$ cat src/rtl/pc_seq_pkg.sv
// Shared types and constants for the program-counter sequencer.
package pc_seq_pkg;

  typedef enum logic [1:0] {
    FETCH  = 2'd0,
    EXEC   = 2'd1,
    HALTED = 2'd2
  } pc_seq_state_t;

  localparam logic [31:0] PC_RESET_VECTOR = 32'hBFC00000;
  localparam logic [31:0] PC_HALT_ADDR    = 32'h00000000;
  localparam logic [31:0] PC_STEP         = 32'd4;

endpackage

$ cat src/rtl/pc_next_calc.sv
// Combinational next-PC selection including the MIPS branch delay slot.
module pc_next_calc
  import pc_seq_pkg::*;
(
  input  logic [31:0] pc,
  input  logic        pending_valid,
  input  logic [31:0] pending_target,
  input  logic        branch_taken,
  input  logic [31:0] branch_target,
  output logic [31:0] next_pc,
  output logic        next_pending_valid,
  output logic [31:0] next_pending_target
);

  always_comb begin
    next_pc             = pc + PC_STEP;
    next_pending_valid  = 1'b0;
    next_pending_target = pending_target;
    // A delay-slot instruction always redirects; its own branch request is dropped.
    if (pending_valid) begin
      next_pc = pending_target;
    end else if (branch_taken) begin
      next_pending_valid  = 1'b1;
      next_pending_target = branch_target;
    end
  end

endmodule

$ cat src/rtl/pc_sequencer.sv
// Program counter owner and fetch/execute sequencer for the multicycle MIPS core.
// Optional PC_TRACE_EN macro enables simulation-only PC/halt trace output.
module pc_sequencer
  import pc_seq_pkg::*;
#(
  parameter logic [31:0] RESET_VECTOR = PC_RESET_VECTOR,
  parameter logic [31:0] HALT_ADDR    = PC_HALT_ADDR
) (
  input  logic        clk,
  input  logic        reset,
  input  logic        clk_enable,
  output logic        instr_read,
  output logic [31:0] instr_address,
  input  logic        instr_waitrequest,
  output logic        exec_valid,
  input  logic        exec_done,
  input  logic        branch_taken,
  input  logic [31:0] branch_target,
  output logic [31:0] pc_out,
  output logic        active
);

  pc_seq_state_t state_q, state_d;
  logic [31:0]   pc_q, pc_d;
  logic          pending_valid_q, pending_valid_d;
  logic [31:0]   pending_target_q, pending_target_d;

  logic [31:0]   calc_next_pc;
  logic          calc_pending_valid;
  logic [31:0]   calc_pending_target;

  pc_next_calc u_next_calc (
    .pc                  (pc_q),
    .pending_valid       (pending_valid_q),
    .pending_target      (pending_target_q),
    .branch_taken        (branch_taken),
    .branch_target       (branch_target),
    .next_pc             (calc_next_pc),
    .next_pending_valid  (calc_pending_valid),
    .next_pending_target (calc_pending_target)
  );

  always_comb begin
    state_d          = state_q;
    pc_d             = pc_q;
    pending_valid_d  = pending_valid_q;
    pending_target_d = pending_target_q;
    case (state_q)
      FETCH: begin
        if (!instr_waitrequest) state_d = EXEC;
      end
      EXEC: begin
        if (exec_done) begin
          pending_valid_d  = calc_pending_valid;
          pending_target_d = calc_pending_target;
          if (calc_next_pc == HALT_ADDR) begin
            state_d = HALTED;
            pc_d    = HALT_ADDR;
          end else begin
            state_d = FETCH;
            pc_d    = calc_next_pc;
          end
        end
      end
      HALTED: begin
        state_d = HALTED;
      end
      default: begin
        state_d = FETCH;
      end
    endcase
  end

  always_ff @(posedge clk) begin
    if (!reset) begin
      state_q          <= FETCH;
      pc_q             <= RESET_VECTOR;
      pending_valid_q  <= 1'b0;
      pending_target_q <= 32'h0;
    end else if (clk_enable) begin
      state_q          <= state_d;
      pc_q             <= pc_d;
      pending_valid_q  <= pending_valid_d;
      pending_target_q <= pending_target_d;
    end
  end

  // Handshake outputs decode from state only, never from exec_done/waitrequest.
  assign instr_read    = (state_q == FETCH);
  assign exec_valid    = (state_q == EXEC);
  assign active        = (state_q != HALTED);
  assign pc_out        = (state_q == HALTED) ? HALT_ADDR : pc_q;
  assign instr_address = pc_out;

`ifdef PC_TRACE_EN
  always_ff @(posedge clk) begin
    if (reset && clk_enable && (state_q == EXEC) && exec_done) begin
      $display("CPU : PC : %h", pc_q);
      if (state_d == HALTED) $display("CPU : HALT");
    end
  end
`endif

endmodule

$ cat config.mk
export PLATFORM = sky130hd
export DESIGN_NAME = pc_sequencer
export DESIGN_NICKNAME = d
export VERILOG_FILES = /design/src/rtl/pc_seq_pkg.sv /design/src/rtl/pc_next_calc.sv /design/src/rtl/pc_sequencer.sv
export SDC_FILE = /design/constraint.sdc
export NUM_CORES = 1
export LEC_CHECK = 0
export ABC_AREA = 1
export BUFFER_PORTS_ARGS = -buffer_cell sky130_fd_sc_hd__buf_4
export CORE_MARGIN = 2
export CORE_UTILIZATION = 55
export DETAILED_ROUTE_END_ITERATION = 10
export GPL_TIMING_DRIVEN = 0
export HOLD_SLACK_MARGIN = 0.12
export PLACE_DENSITY = 0.84
export SLEW_MARGIN = 20
export SYNTH_ARGS = -nofsm -noshare
export SYNTH_HDL_FRONTEND = slang
export SYNTH_HIERARCHICAL = 1
export SYNTH_SLANG_ARGS = --single-unit
$ cat constraint.sdc
create_clock -name clk -period 2.7 [get_ports clk]
set_clock_uncertainty 0.2 [all_clocks]
set_input_delay 0.54 -clock clk [delete_from_list [all_inputs] [get_ports clk]]
set_output_delay 0.54 -clock clk [all_outputs]
set_load 0.02 [all_outputs]
==> flow_summary_export.csv, run 1 <==
group,metric,value,unit
floorplan,core_area,8180,sq um
routing,initialDrtViolationCount,436,
setup_path,path_class,"register to output pin",
job,maxCapViolCount,0,
setup_path,r2r_slack,0.31,ns
sta,rsz0062_at_grt,"false",
setup_path,path_cells,"inv_1 -> nor2_2 -> clkbuf_4 -> nor2_1 -> buf_4 -> buf_4",
sta,whs,0.267,ns
synthesis,synth_nets,815,
global_route,antenna_found_initial,0,
sta,finalHoldViolCount,0,
synthesis,synth_cells,776,
min_path,min_delay_path_depth,3,
floorplan,fp.dieArea,9130,sq um
synthesis,syn-cell-area,4610,sq um
layout,num_antenna_cells,0,
synthesis,ys_ff_latch,67,
floorplan,start_util,56.4,%
clock_network,insertion_delay,0.35,ns
setup_path,critical_path_arrival,1.82,ns
global_route,grt_usage,30.6,%
floorplan,fp.dieW,95.6,um
setup_path,r2r-end,"state_q[1]$_SDFFE_PN0P_",
routing,avgRoutedWirePerCell,13.4,um
layout,final_cell_mix,"nand2_1 (249), nor2_1 (178), buf_4 (139), dfxtp_1 (67), inv_1 (56)",
setup_path,ff2ff_path_depth,15,
setup_path,crit_path_max_fanout,10,
setup_path,path_common_cell,"buf_4",
layout,area_delta_synth_final,24.9,%
routing,via_per_inst,5.27,
routing,ant_nets,0,
layout,finalNetCount,930,
sta,post-route-period-util,94.9,%
clock_network,tritoncts,"done",
floorplan,io_pins,105,
global_route,grt_pass1_vias,4810,
routing,drcViolationCount,0,
synthesis,avgSynthCellArea,5.94,sq um
min_path,hp-class,"input port to register",
sta,drv_slew,0,
routing,num_vias,5276,
min_path,min_delay_worst_endpoint,"state_q[0]$_SDFFE_PN0P_",
layout,layout_commonest_cell,"nand2_1",
run_status,status,"finished clean",
setup_path,required,1.96,ns
sta,worst_slew_pin_slew,0.559,ns
synthesis,seq_area_frac_synth,29.1,%
setup_path,cpPeakStageDelay,0.46,ns
floorplan,rows,33,
pwr,power.leakage,3.07,nW
layout,drive_gt1_share,22.9,%
setup_path,cp_slowest_cell,"dfxtp_1",
floorplan,die_h,95.6,um
setup_path,crit_path_end_kind,"output pin",
routing,drt_pass1_iterations,6,
pwr,ir_worst_vdd,0.000341,V
clock_network,cts_setup_buffers,0,
clock_network,h-tree-depth,3,
sta,slew_headroom,62.7,%
clock_network,clkSinkCount,67,
sta,clock.fmax,390,MHz
sta,fin_tns_setup,0,ns
setup_path,r2r_start,"pc_q[2]$_SDFFE_PN0P_",
clock_network,clkTransAtPathRegs,0.08,ns
synthesis,ys_types,30,
clock_network,cts-buffers-inserted,9,
pwr,p_per_area,439,nW/um^2
sta,layout_min_cycle_time,2.56,ns
placed_design,gp_congestion,0.951,
global_route,grt_first_pass_wirelength,22100,um
min_path,min_from,"instr_waitrequest",
clock_network,cts-hold-fix-buffers,0,
synthesis,ys_warn_count,6,
clock_network,clock_path_buffers,2,
sta,setup_viol,0,
global_route,grt_overflow,0,
setup_path,critical_path.startpoint,"state_q[1]$_SDFFE_PN0P_",
global_route,grt_max_degree,13,
placed_design,dp.final_hpwl,10500,um
placed_design,portBuffers,104,
clock_network,root_buffer,"clkbuf_8",
setup_path,startpoint_type,"register",
routing,routed_wl,13500,um
worst max-delay path: cells and delay by family, from the launching register on:
family	cells	cell delay [ns]
buffers and inverters	4	0.66
DFF	1	0.46
and+or+nand+nor	2	0.34
what timing repair did:
action	4_1_cts	5_1_grt
resized for setup	3	4
cloned	0	0
endpoints found under the setup margin	40	16
how the worst max path moves through the flow:
stage,endpoint,slack [ns],cells past startpoint
2_1_floorplan,pc_out[10],0.61,5
3_3_place_gp,pc_out[18],0.20,6
3_5_place_dp,pc_out[18],0.17,6
4_1_cts,pc_out[10],0.01,6
5_1_grt,pc_out[24],0.03,6
6_report,pc_out[18],0.14,6
per-layer routing:
| layer | up-vias | global-route usage (%) | wire length, um |
|---|---|---|---|
| li1 | 2618 | - | - |
| met1 | 2372 | 41.9 | 5800 |
| met2 | 255 | 49.4 | 6210 |
| met3 | 31 | 4.82 | 1170 |
| met4 | 0 | 9.76 | 277 |
| met5 | - | 0 | 0 |
state kept, by name, summed over array words and instances (netlist names):
name              flops
pc_q                 32
state_q               2
pending_target_q     32
pending_valid_q       1
through the flow:
step           total power, mW  utilization [%]  instance area (sq um)  worst slack, ns  instances
6_report                  2.53             70.4                   5760            0.139       1001
5_1_grt                   2.63             70.4                   5760           0.0312       1001
4_1_cts                   2.52             70.4                   5750           0.0106       1001
3_5_place_dp              1.57             67.6                   5520            0.166        985
3_3_place_gp              1.55             67.6                   5520            0.200        985
2_1_floorplan             1.39                -                   4610            0.606        776
where the power goes:
group / internal [mW] / switching, mW / total [mW] / leakage [nW]
Combinational: 0.199 / 0.276 / 0.476 / 2.42
Clock: 0.545 / 0.432 / 0.977 / 0.108
Sequential: 1.03 / 0.0460 / 1.08 / 0.545
Total: 1.78 / 0.754 / 2.53 / 3.07
cells in the mapped netlist:
master | instances | area, sq um
nand2_2 | 6 | 37.5
o21ai_1 | 3 | 15.0
or2_1 | 2 | 12.5
o21ai_0 | 41 | 205
o211a_1 | 1 | 10.0
nor2_2 | 6 | 37.5
xor2_1 | 3 | 26.3
inv_1 | 56 | 210
o31ai_1 | 1 | 7.51
nor2_8 | 4 | 80.1
nor2_1 | 179 | 672
nand2_1 | 249 | 935
clkbuf_1 | 20 | 75.1
nand2_8 | 1 | 20.0
buf_2 | 11 | 55.1
nand2_4 | 3 | 33.8
nor2_4 | 6 | 67.6
buf_4 | 35 | 263
a21oi_1 | 5 | 25.0
clkbuf_2 | 1 | 5.00
inv_2 | 7 | 26.3
and2_1 | 3 | 18.8
a31oi_1 | 1 | 6.26
o211ai_1 | 9 | 67.6
nor3_4 | 1 | 16.3
ha_1 | 1 | 12.5
a211oi_1 | 23 | 173
dfxtp_1 | 67 | 1340
or2_0 | 1 | 6.26
nand3_1 | 30 | 150
cell families (layout without fill, tap and decap cells):
kind of cell             Yosys count  in the layout  share of synthesized area (%)
XOR/XNOR                           3              3                          0.570
adder cells (fa/ha/maj)            1              1                          0.271
AO/OA/AOI/OAI                     84             84                           11.0
flip-flops                        67             67                           29.1
buffers and inverters            130            250                           13.8
AND/OR/NAND/NOR                  491            491                           45.3
layout make-up:
cell class                 count  area [sq um]
buffer                        67           404
clock buffer                  10           138
inverter                      63           236
tap                          105           131
fill                         733          2420
timing repair buffer         104           781
sequential                    67          1340
clock inverter                 6          88.8
multi-input combinational    579          2640
Power figures use the tool's default switching activity.
==> inputs of run 2 (changes only) <==
--- a/config.mk
+++ b/config.mk
@@ -5,14 +5,14 @@
 export SDC_FILE = /design/constraint.sdc
 export NUM_CORES = 1
 export LEC_CHECK = 0
-export ABC_AREA = 1
+export ABC_AREA = 0
 export BUFFER_PORTS_ARGS = -buffer_cell sky130_fd_sc_hd__buf_4
 export CORE_MARGIN = 2
 export CORE_UTILIZATION = 55
 export DETAILED_ROUTE_END_ITERATION = 10
 export GPL_TIMING_DRIVEN = 0
 export HOLD_SLACK_MARGIN = 0.12
-export PLACE_DENSITY = 0.84
+export PLACE_DENSITY = 0.85
 export SLEW_MARGIN = 20
 export SYNTH_ARGS = -nofsm -noshare
 export SYNTH_HDL_FRONTEND = slang
==> run 2 against run 1 <==
Cell area shrank 1.3%. Die area shrank 3.8%. Sequential share of layout area grew 0.67 points. Synthesized area shrank 4.0%. Core utilization grew 2.7 points. Global-route usage shrank 3.3 points. Synthesized cell count shrank 26%. Largest power group unchanged.
==> flow_summary_export.csv, run 2 <==
group,metric,value,unit
run_status,status,"finished clean",
layout,area_delta_synth_final,28.3,%
routing,drcViolationCount,0,
layout,finalNetCount,732,
layout,final_core_util,73.1,%
clock_network,cts-hold-fix-buffers,0,
synthesis,synth_nets,614,
floorplan,io_pins,105,
synthesis,synth-simple-area-share,30.8,%
synthesis,synth.top_cell.area_share,30.3,%
synthesis,synth_top_family_by_area,"simple AND/OR/NAND/NOR gates",
setup_path,crit_path_max_fanout,10,
synthesis,seq_area_frac_synth,30.3,%
layout,num_antenna_cells,0,
global_route,grt_first_pass_wirelength,19100,um
sta,worst_slew_pin_slew,0.571,ns
pwr,power.leakage,2.31,nW
setup_path,ff2ff_path_depth,9,
routing,routed_wl,12000,um
synthesis,synth-compound-area-share,16.4,%
setup_path,path_class,"register to register",
clock_network,clock_path_buffers,2,
clock_network,insertion_delay,0.35,ns
setup_path,r2r-end,"state_q[1]$_SDFFE_PN0P_",
synthesis,ys_types,42,
clock_network,cts-buffers-inserted,9,
sta,setup_viol,0,
synthesis,synth_most_common_cell,"nand2_1",
setup_path,startpoint_type,"register",
synthesis,muxShareOfSynthArea,8.90,%
min_path,min_delay_path_depth,2,
pwr,ir_worst_vdd,0.000252,V
setup_path,critical_path_arrival,2.73,ns
layout,layout_commonest_cell,"nand2_1",
floorplan,start_util,57.0,%
placed_design,dp.final_hpwl,9180,um
setup_path,cp_top_family,"simple AND/OR/NAND/NOR gates",
layout,drive_gt1_share,35.0,%
routing,avgRoutedWirePerCell,14.9,um
clock_network,tritoncts,"done",
sta,post-route-period-util,98.9,%
routing,initialDrtViolationCount,429,
synthesis,netlist_top_cells_area,"dfxtp_1 (30%), nand2_1 (13%), mux2_2 (8.9%), buf_4 (5.6%), a21boi_1 (5.3%)",
global_route,grt_pass1_vias,3941,
synthesis,ys_ff_latch,67,
min_path,min_delay_worst_endpoint,"pc_q[1]$_SDFFE_PN0P_",
synthesis,synth_top_cell_by_area,"dfxtp_1",
floorplan,fp.dieW,93.7,um
placed_design,portBuffers,104,
setup_path,critical_path_depth,9,
clock_network,clkSinkCount,67,
synthesis,synth_top_cells_by_count,"nand2_1 (155), dfxtp_1 (67), and2_1 (35), mux2_2 (35), buf_4 (33)",
clock_network,h-tree-depth,3,
clock_network,clkTransAtPathRegs,0.08,ns
synthesis,synth_fa_ha_area_share,0.283,%
setup_path,r2r_start,"pc_q[2]$_SDFFE_PN0P_",
synthesis,avgSynthCellArea,7.70,sq um
setup_path,path_buf_inv,2,
sta,clock.fmax,375,MHz
global_route,grt_overflow,0,
floorplan,rows,32,
floorplan,fp.dieArea,8780,sq um
min_path,min_from,"pc_q[1]$_SDFFE_PN0P_",
layout,reg_top3,"pc_q: 32 flops, pending_target_q: 32 flops, state_q: 2 flops",
sta,fin_tns_setup,0,ns
pwr,p_per_area,373,nW/um^2
setup_path,path_cells,"and3_1 -> clkbuf_4 -> nand4_1 -> buf_6 -> o31ai_1 -> a31oi_1 -> nor4_1 -> nand4_2 -> o31ai_2",
min_path,hp-class,"register to register",
sta,layout_min_cycle_time,2.67,ns
synthesis,synth_cells,575,
sta,slew_headroom,61.9,%
setup_path,cp_slowest_cell,"nor4_1",
job,maxCapViolCount,0,
pwr,power.total,2.12,mW
setup_path,crit_path_end_kind,"register",
sta,finalHoldViolCount,0,
synthesis,synth_xor_area_share,2.18,%
placed_design,gp_congestion,0.920,
synthesis,synth_edf_count,0,
layout,final_cell_mix,"nand2_1 (155), buf_4 (142), dfxtp_1 (55), mux2_2 (35), and2_1 (34)",
setup_path,r2r_slack,0.03,ns
global_route,grt_max_degree,14,
routing,num_vias,4428,
global_route,grt_usage,27.3,%
sta,drv_slew,0,
clock_network,root_buffer,"clkbuf_8",
synthesis,syn-cell-area,4430,sq um
setup_path,cpPeakStageDelay,0.45,ns
floorplan,core_area,7770,sq um
setup_path,required,2.76,ns
routing,via_per_inst,5.54,
synthesis,synth_flop_cell,"dfxtp_1",
routing,ant_nets,0,
floorplan,die_h,93.7,um
global_route,antenna_found_initial,0,
routing,drt_pass1_iterations,5,
synthesis,ys_warn_count,6,
synthesis,async_reset_ff_share,0,%
## run 2: changes by cell type after synthesis, sizes merged, moves of 13 or more
cell	previous run	this run
a211oi	23	0
a21boi	0	56
a31oi	1	14
and2	3	35
inv	63	3
mux2	0	35
nand2	259	156
nand4	0	13
nor2	195	16
o21ai	44	14
or4	0	14
## run 2: logic make-up (layout without fill, tap and decap cells)
family	count (synthesis)	in the layout
adders and majority gates	1	1
muxes	35	35
buffers and inverters	78	201
AOI/OAI and AO/OA	103	103
xor gates and xnor gates	11	11
DFF	67	67
and+or+nand+nor	280	280
## run 2: per-layer routing
layer / vias to the layer above / track usage, % / wire, um
li1: 2192 / - / -
met1: 1999 / 38.5 / 5210
met2: 213 / 42.7 / 5390
met3: 24 / 4.09 / 1060
met4: 0 / 9.42 / 289
met5: - / 0 / 0
## run 2: worst max-delay path by stage
stage / start / to / slack [ns]
after floorplan: pc_q[2]$_SDFFE_PN0P_ / state_q[1]$_SDFFE_PN0P_ / 0.32
after global routing: pc_q[4]$_SDFFE_PN0P_ / state_q[1]$_SDFFE_PN0P_ / -0.03
after global placement: pc_q[2]$_SDFFE_PN0P_ / state_q[1]$_SDFFE_PN0P_ / -0.29
after CTS: pc_q[2]$_SDFFE_PN0P_ / state_q[1]$_SDFFE_PN0P_ / 0.006
after detailed placement: pc_q[2]$_SDFFE_PN0P_ / state_q[1]$_SDFFE_PN0P_ / -0.30
final: pc_q[2]$_SDFFE_PN0P_ / state_q[1]$_SDFFE_PN0P_ / 0.03
## run 2: timing repair
action / 4_1_cts / 5_1_grt
pin swaps: 2 / 8
setup endpoints to repair: 1 / 7
setup buffers: 1 / 3
gates resized for setup: 6 / 34
hold endpoints to repair: 0 / 0
## run 2: worst min-delay path: cells and delay by family (launching register included)
| kind | cells | cell delay, ns |
|---|---|---|
| AO/OA/AOI/OAI | 1 | 0.05 |
| flip-flops | 1 | 0.33 |
| AND/OR/NAND/NOR | 1 | 0.06 |
## run 2: area by class of cell
type / instances / area [sq um]
clock buffer: 9 / 124
inverter: 3 / 11.3
tap: 102 / 128
buffer: 74 / 499
timing repair buffer: 108 / 811
clock inverter: 7 / 76.3
multi-input combinational: 430 / 2670
sequential: 67 / 1360
fill: 594 / 2090
## run 2: power by group
group          switching (mW)  internal (mW)
logic                   0.124          0.135
registers              0.0153          0.998
clock network           0.417          0.432
## run 2: per-stage QoR
step / instance area (sq um) / cells / setup WS [ns] / hold slack, ns
after global routing: 5680 / 800 / -0.0286 / 0.292
after floorplan: 4430 / 575 / 0.316 / 0.241
after global placement: 5340 / 781 / -0.287 / 0.250
after detailed placement: 5340 / 781 / -0.296 / 0.266
after CTS: 5560 / 797 / 0.00634 / 0.277
final: 5680 / 800 / 0.0305 / 0.278
